===== src/rtl/mem_access_pkg.sv =====
// Shared types and constants for the load/store memory access unit.
// Imported by mem_access_unit.
package mem_access_pkg;

  localparam int ADDR_W_DEF = 32;
  localparam int DATA_W_DEF = 32;
  localparam int CNT_W = 3;
  localparam logic [1:0] ALIGN_MASK = 2'b11;

  typedef enum logic [1:0] {
    IDLE,
    WR,
    RD,
    RESP
  } state_t;

endpackage


===== src/rtl/mem_access_unit.sv =====
// Load/store unit between execute and MainMemory.
// Single outstanding access, registered response held until accepted.
module mem_access_unit
  import mem_access_pkg::*;
#(
  parameter int ADDR_W  = ADDR_W_DEF,
  parameter int DATA_W  = DATA_W_DEF,
  parameter int MEM_LAT = 1
) (
  input  logic              clk,
  input  logic              rst_n,
  input  logic              req_valid,
  output logic              req_ready,
  input  logic              req_write,
  input  logic [ADDR_W-1:0] req_addr,
  input  logic [DATA_W-1:0] req_wdata,
  output logic              mem_we,
  output logic [ADDR_W-1:0] mem_addr,
  output logic [DATA_W-1:0] mem_wdata,
  input  logic [DATA_W-1:0] mem_rdata,
  output logic              resp_valid,
  input  logic              resp_ready,
  output logic [DATA_W-1:0] resp_rdata,
  output logic              resp_err,
  output logic              busy
);

  state_t            r_state;
  state_t            w_next;
  logic [CNT_W-1:0]  r_cnt;
  logic [ADDR_W-1:0] r_addr;
  logic [DATA_W-1:0] r_wdata;
  logic [DATA_W-1:0] r_rdata;
  logic              r_err;
  logic              w_accept;
  logic              w_misal;

  assign w_accept = req_valid && (r_state == IDLE);
  assign w_misal  = (req_addr[1:0] & ALIGN_MASK) != 2'b00;

  always_comb begin
    w_next = r_state;
    unique case (r_state)
      IDLE: begin
        if (w_accept) begin
          if (w_misal)        w_next = RESP;
          else if (req_write) w_next = WR;
          else                w_next = RD;
        end
      end
      WR:   w_next = RESP;
      RD:   if (r_cnt == '0) w_next = RESP;
      RESP: if (resp_ready) w_next = IDLE;
      default: w_next = IDLE;
    endcase
  end

  always_ff @(posedge clk or negedge rst_n) begin
    if (!rst_n) begin
      r_state <= IDLE;
      r_cnt   <= '0;
      r_addr  <= '0;
      r_wdata <= '0;
      r_rdata <= '0;
      r_err   <= 1'b0;
    end else begin
      r_state <= w_next;
      if (w_accept) begin
        r_err   <= w_misal;
        r_rdata <= '0;
        // misaligned requests never reach the memory port
        if (!w_misal) begin
          r_addr <= req_addr;
          if (req_write) r_wdata <= req_wdata;
          else           r_cnt   <= CNT_W'(MEM_LAT);
        end
      end
      if (r_state == RD) begin
        if (r_cnt == '0) r_rdata <= mem_rdata;
        else             r_cnt   <= r_cnt - 1'b1;
      end
    end
  end

  assign req_ready  = (r_state == IDLE);
  assign busy       = (r_state != IDLE);
  assign mem_we     = (r_state == WR);
  assign resp_valid = (r_state == RESP);
  assign mem_addr   = r_addr;
  assign mem_wdata  = r_wdata;
  assign resp_rdata = r_rdata;
  assign resp_err   = r_err;

endmodule


===== config.mk =====
export PLATFORM = sky130hd
export DESIGN_NAME = mem_access_unit
export DESIGN_NICKNAME = d
export VERILOG_FILES = /design/src/rtl/mem_access_pkg.sv /design/src/rtl/mem_access_unit.sv
export SDC_FILE = /design/constraint.sdc
export NUM_CORES = 1
export LEC_CHECK = 0
export BUFFER_PORTS_ARGS = -buffer_cell sky130_fd_sc_hd__buf_2
export CORE_MARGIN = 2
export CORE_UTILIZATION = 46
export DETAILED_ROUTE_END_ITERATION = 8
export PLACE_DENSITY = 0.82
export SLEW_MARGIN = 25
export SYNTH_ARGS = -nofsm -noshare
export SYNTH_HDL_FRONTEND = slang
export SYNTH_SLANG_ARGS = --single-unit

===== constraint.sdc =====
create_clock -name clk -period 1.85 [get_ports clk]
set_input_delay 0.2775 -clock clk [delete_from_list [all_inputs] [get_ports clk]]
set_output_delay 0.2775 -clock clk [all_outputs]
set_load 0.01 [all_outputs]

# Yosys cells after proc, flatten, opt, wreduce, memory -nomap -nowiden
# Cells that the tools add are included.
[op_classes]
n_addsub = 1
n_eq_ne = 6
muxes = 14
bitwise = 1
n_reduce_logical = 8
[op_table]
columns = ["op", "n"]
rows = [
  ["$mux W32", 3],
  ["$mux W3", 5],
  ["$mux W2", 5],
  ["$pmux W2 S4", 1],
  ["$ne A2 B1 Y1 const B", 3],
  ["$reduce_and A3 Y1", 2],
  ["$eq A2 B2 Y1 const B", 2],
  ["$reduce_bool A2 Y1", 2],
  ["$logic_not A3 Y1", 1],
  ["$sub A3 B1 Y3 const B", 1],
  ["$eq A2 B1 Y1 const B", 1],
  ["$logic_not A2 Y1", 1],
  ["$reduce_and A2 Y1", 1],
  ["$logic_and A1 B1 Y1", 1],
  ["$not A1 Y1", 1],
]
[word_totals]
ff_bits = 102
in_bits = 101
out_inout_bits = 101
word_cells = 36

# Logic depth before layout (Yosys ltp)
[logic_depth]
ltp_word = 5
mapped_depth = 8
mapped_depth_nobuf = 5

# Worst setup path after synthesis
# OpenSTA, ideal clock, no wires.
[synth_timing]
kind = "register to register"
startpoint = "register r_state[0]"
endpoint = "register r_addr[10] (netlist: mem_addr[10])"
setup_time_ns = 0.125
arrival_ns = 1.615
required_ns = 1.725
setup_slack_ns = 0.110
stages_incl_launch_ff = 8
n_path_buf = 3
period_less_slack_ns = 1.740
path_cell_list = "dfrtp_1 > inv_1 > ha_1 > buf_6 > and4bb_1 > buf_6 > buf_6 > mux2_4"
[synth_via]
elab_chain_len = 3
[synth_lines]
columns = ["item", "line", "source"]
rows = [
  ["start: declaration", "mem_access_unit.sv:28", "state_t r_state;"],
  ["start signal: assignment", "mem_access_unit.sv:67", "r_state <= w_next;"],
  ["$logic_not A2 Y1", "--", ""],
  ["via req_ready", "mem_access_unit.sv:13", "output logic req_ready,"],
  ["$logic_and A1 B1 Y1", "mem_access_unit.sv:38", "assign w_accept = req_valid && (r_state == IDLE);"],
  ["$reduce_and A2 Y1 (no source line)", "--", ""],
  ["end signal: assignment", "mem_access_unit.sv:73", "r_addr <= req_addr;"],
  ["end: declaration", "mem_access_unit.sv:31", "logic [ADDR_W-1:0] r_addr;"],
]
# The timed path passes the listed nets, and every way through them passes these cells.
# A chain may end at the register's enable or synchronous reset.

# Worst setup path after layout
[layout_timing]
startpoint = "register r_state[1]"
endpoint = "register r_addr[3] (netlist: mem_addr[3])"
[layout_via]
elab_chain_len = 3
[layout_lines]
columns = ["item", "line"]
rows = [
  ["$logic_not A2 Y1", "mem_access_unit.sv:38"],
  ["$logic_and A1 B1 Y1", "mem_access_unit.sv:38"],
  ["$reduce_and A2 Y1 (no source line)", "--"],
]
# Every way passes these cells.

==> qor.log <==
qor: status.run_status complete, no violations
qor: grt.grt.total_usage 0.193
qor: hold_path.hold_end resp_rdata[18]$_DFF_PN0_
qor: drt.antenna_violating_nets_post_route 0
qor: worst_setup_path.critical-path-slowest-cell sky130_fd_sc_hd__dfrtp_1
qor: worst_setup_path.reg2reg_depth 5
qor: drt.routed_vias_inst 4.95
qor: clocking.clk_pin_slew 0.10 ns
qor: yosys.synthesis.instances 320
qor: worst_setup_path.worst-endpoint-arrival 1.93 ns
qor: grt.grt_antenna_before_repair 0
qor: worst_setup_path.cp_top_family flip-flops
qor: timing.tightestPinTransition 0.450 ns
qor: yosys.count_of_flip_flops_with_a_built_in_enable_after_synthesis 0
qor: yosys.syn_area 4170 µm²
qor: floorplan.initial_utilization 0.476
qor: floorplan.die-area 9850 µm²
qor: yosys.syn_nets 427
qor: power.vdd_ir_drop_max 0.000649 V
qor: power.static-leakage-power 3.16 nW
qor: clocking.htree_levels 3
qor: timing.final.period_utilization 0.918
qor: clocking.clk-insertion-delay-late 0.35 ns
qor: worst_setup_path.worstReg2RegStart r_state[1]$_DFFE_PN0P_
qor: clocking.cts-root-to-sink-buffers 2
qor: timing.rsz0062_at_grt no
qor: final_layout.final_net_count 632
qor: yosys.synthDistinctLibCells 26
qor: worst_setup_path.crit_required 2.08 ns
qor: worst_setup_path.critical_path.cell_chain inv_1 > ha_1 > and4bb_2 > buf_12 > mux2_2
qor: clocking.cts_inserted_buffers 9
qor: drt.postRouteWirelength 9530 µm
qor: grt.grt_overflow 0
qor: timing.max_freq 0.589 GHz
qor: drt.detail_route.drc_violations 0
qor: yosys.yosys_warnings 0
qor: worst_setup_path.crit_buf_inv 2
qor: yosys.synth_area_per_cell 13.0 µm²
qor: placement.hpwl 7060 µm
qor: timing.period_minus_ws_final 1.70 ns
qor: yosys.asyncSetResetFlopFracSynth 1.00
qor: grt.largest_net_degree_at_the_start_of_global_routing 46
qor: worst_setup_path.r2r-end mem_addr[3]$_DFFE_PN0P_
qor: clocking.cts_setup_buffers 0
qor: worst_setup_path.path_max_fanout 26
qor: floorplan.num_rows 34
qor: drt.wire_per_inst 14.9 µm
qor: placement.buffer_ports.inserted 201
qor: final_layout.fraction_of_layout_instances_using_a_drive_strength_above_1 0.498
qor: timing.max-slew-margin-rel 0.700
qor: worst_setup_path.r2r_slack 0.15 ns
qor: worst_setup_path.crit_type flop to flop
qor: hold_path.timing.hold.worst.class input port to flop
qor: worst_setup_path.worst_setup_sp_type flop
qor: grt.wire_length_of_the_first_global_routing_pass 15200 µm
qor: timing.number_of_pins_with_negative_max_slew_slack_in_the_final_report 0
qor: final_layout.stdcell_count 638
qor: final_layout.antenna_cells 0
qor: clocking.cts_tree built
qor: placement.post-place-cells 621
qor: final_layout.areaGrowthSynthToFinish 32.8%
qor: floorplan.die_x 99.2 µm
qor: yosys.ys_dominant_reg_cell sky130_fd_sc_hd__dfrtp_1
qor: clocking.cts_sinks 102
qor: timing.setup_violations 0
qor: hold_path.hold_start mem_rdata[18]
qor: drt.num_vias 3155
qor: hold_path.hold-path-cell-count 3
qor: floorplan.top_level_ports 202
qor: timing.clock_skew 0.0145 ns
qor: worst_setup_path.worst_path_largest_cell_delay 0.43 ns
qor: worst_setup_path.cp_endpoint_kind flop
qor: clocking.clock-root-buffer sky130_fd_sc_hd__clkbuf_8
qor: run.drv.max_cap_violation_count 0
qor: grt.grt_pass1_vias 3218
qor: drt.drt_iter0_drc 81
qor: final_layout.nFillCells 722
qor: power.p_per_area 1450 nW/µm²
qor: placement.globalplace.congestion 0.743
qor: floorplan.die_y 99.2 µm
qor: yosys.ys_ff_latch 102
qor: floorplan.core_area 8760 µm²
qor: timing.setup-tns-final 0 ns
qor: timing.hold_viol 0
qor: drt.detailedRoute.firstPassIterationCount 4
qor: yosys.synth_sequential_area_ratio 0.612
[worst max-delay path by stage]
stage / start / end / cells after the start
after floorplan: r_state[0]$_DFFE_PN0P_ / mem_addr[10]$_DFFE_PN0P_ / 7
after global placement: r_state[0]$_DFFE_PN0P_ / mem_addr[2]$_DFFE_PN0P_ / 5
after detailed placement: r_cnt[0]$_DFF_PN0_ / r_state[1]$_DFFE_PN0P_ / 5
after CTS: r_cnt[0]$_DFF_PN0_ / r_state[1]$_DFFE_PN0P_ / 5
after global routing: r_cnt[0]$_DFF_PN0_ / r_state[0]$_DFFE_PN0P_ / 5
final: r_state[1]$_DFFE_PN0P_ / mem_addr[3]$_DFFE_PN0P_ / 5
[metrics by stage]
step | cell area (µm²) | utilization | hold slack [ns] | setup slack [ns] | power [W]
after floorplan | 4170 | - | -0.0181 | 0.110 | 0.00541
after global placement | 5340 | 0.610 | 0.250 | 0.243 | 0.00664
after detailed placement | 5340 | 0.610 | 0.259 | 0.154 | 0.00681
after CTS | 5540 | 0.632 | 0.0883 | 0.151 | 0.00814
after global routing | 5540 | 0.632 | 0.0864 | 0.0729 | 0.00856
final | 5540 | 0.632 | 0.108 | 0.151 | 0.00804
[metal layers]
| layer | wire length (µm) | global-route usage | share of wire | vias to the layer above |
|---|---|---|---|---|
| li1 | - | - | - | 1479 |
| met1 | 3820 | 0.235 | 0.40 | 1528 |
| met2 | 4900 | 0.332 | 0.51 | 123 |
| met3 | 545 | 0.0379 | 0.057 | 25 |
| met4 | 260 | 0.0854 | 0.027 | 0 |
| met5 | 0 | 0 | 0 | - |
[final cells by class]
| class | instances | area [µm²] | share of cell area |
|---|---|---|---|
| flip-flops and latches | 102 | 2550 | 0.461 |
| multi-input cells | 191 | 1470 | 0.266 |
| repair buffers | 213 | 1160 | 0.210 |
| clock buffers | 12 | 155 | 0.0280 |
| well taps | 108 | 135 | 0.0244 |
| clock inverters | 4 | 31.3 | 0.00565 |
| inverters | 8 | 30.0 | 0.00542 |
[flip-flops by register name (all words and copies together), names as in the netlist]
register / count
mem_wdata: 32
resp_err: 1
resp_rdata: 32
r_cnt: 3
mem_addr: 32
r_state: 2
[cells in the mapped netlist, types with 2 or more instances]
| cell | instances | area [µm²] |
|---|---|---|
| sky130_fd_sc_hd__inv_1 | 8 | 30.0 |
| sky130_fd_sc_hd__mux2_4 | 26 | 390 |
| sky130_fd_sc_hd__buf_6 | 5 | 56.3 |
| sky130_fd_sc_hd__mux2_2 | 7 | 78.8 |
| sky130_fd_sc_hd__nor2_1 | 3 | 11.3 |
| sky130_fd_sc_hd__buf_1 | 2 | 7.51 |
| sky130_fd_sc_hd__dfrtp_1 | 102 | 2550 |
| sky130_fd_sc_hd__nor2b_1 | 3 | 18.8 |
| sky130_fd_sc_hd__nand3_1 | 32 | 160 |
| sky130_fd_sc_hd__nand2_1 | 67 | 251 |
| sky130_fd_sc_hd__a21oi_1 | 2 | 10.0 |
| sky130_fd_sc_hd__buf_2 | 7 | 35.0 |
| sky130_fd_sc_hd__a31oi_1 | 3 | 18.8 |
| sky130_fd_sc_hd__mux2_1 | 32 | 360 |
| sky130_fd_sc_hd__ha_1 | 6 | 75.1 |
| sky130_fd_sc_hd__clkbuf_1 | 5 | 18.8 |
[what timing repair did]
action / CTS / global route
hold buffers: 1 / 0
gates resized for setup: 0 / 0
hold endpoints to repair: 32 / 0
[layout by cell type, fill, tap and decap left out]
cell type / netlist / routed
sky130_fd_sc_hd__ha_1: 6 / 6
sky130_fd_sc_hd__nand2_1: 67 / 67
sky130_fd_sc_hd__clkinvlp_4: 0 / 3
sky130_fd_sc_hd__a21oi_1: 2 / 2
sky130_fd_sc_hd__nand3_1: 32 / 32
sky130_fd_sc_hd__and4bb_2: 0 / 1
sky130_fd_sc_hd__and3b_1: 1 / 1
sky130_fd_sc_hd__buf_2: 7 / 200
sky130_fd_sc_hd__dfrtp_1: 102 / 102
sky130_fd_sc_hd__mux2_4: 26 / 26
sky130_fd_sc_hd__clkbuf_8: 0 / 11
sky130_fd_sc_hd__a22o_1: 1 / 1
sky130_fd_sc_hd__inv_1: 8 / 8
sky130_fd_sc_hd__nand3b_1: 1 / 1
sky130_fd_sc_hd__buf_4: 0 / 7
sky130_fd_sc_hd__mux2_2: 7 / 7
sky130_fd_sc_hd__nand4_2: 1 / 1
sky130_fd_sc_hd__clkinv_4: 0 / 1
sky130_fd_sc_hd__a31oi_1: 3 / 3
sky130_fd_sc_hd__mux2_1: 32 / 32
sky130_fd_sc_hd__o2bb2ai_1: 1 / 1
sky130_fd_sc_hd__nor2_2: 1 / 1
sky130_fd_sc_hd__nor2b_1: 3 / 3
sky130_fd_sc_hd__a222oi_1: 1 / 1
sky130_fd_sc_hd__dlygate4sd3_1: 0 / 1
sky130_fd_sc_hd__nor2_1: 3 / 3
sky130_fd_sc_hd__a221oi_1: 1 / 1
sky130_fd_sc_hd__clkbuf_1: 5 / 1
sky130_fd_sc_hd__buf_12: 0 / 5
sky130_fd_sc_hd__nand2b_4: 1 / 1
[power breakdown]
| group | total [W] | internal [W] | switching (W) |
|---|---|---|---|
| combinational | 0.00317 | 0.00161 | 0.00156 |
| clock | 0.00130 | 0.000567 | 0.000736 |
| sequential | 0.00356 | 0.00310 | 0.000460 |
[cells by family after synthesis]
kind of cell,count (synthesis),synth area share
flip-flops,102,0.612
multiplexers,65,0.199
buffers and inverters,27,0.0354
AO/OA/AOI/OAI,9,0.0156
AND/OR/NAND/NOR,111,0.121
adder cells (fa/ha/maj),6,0.0180
[worst min-delay path: stages]
cell	delay (ns)
sky130_fd_sc_hd__buf_2	0.07
sky130_fd_sc_hd__nand2_1	0.04
sky130_fd_sc_hd__nand2_1	0.04
Power figures use the tool's default switching activity.
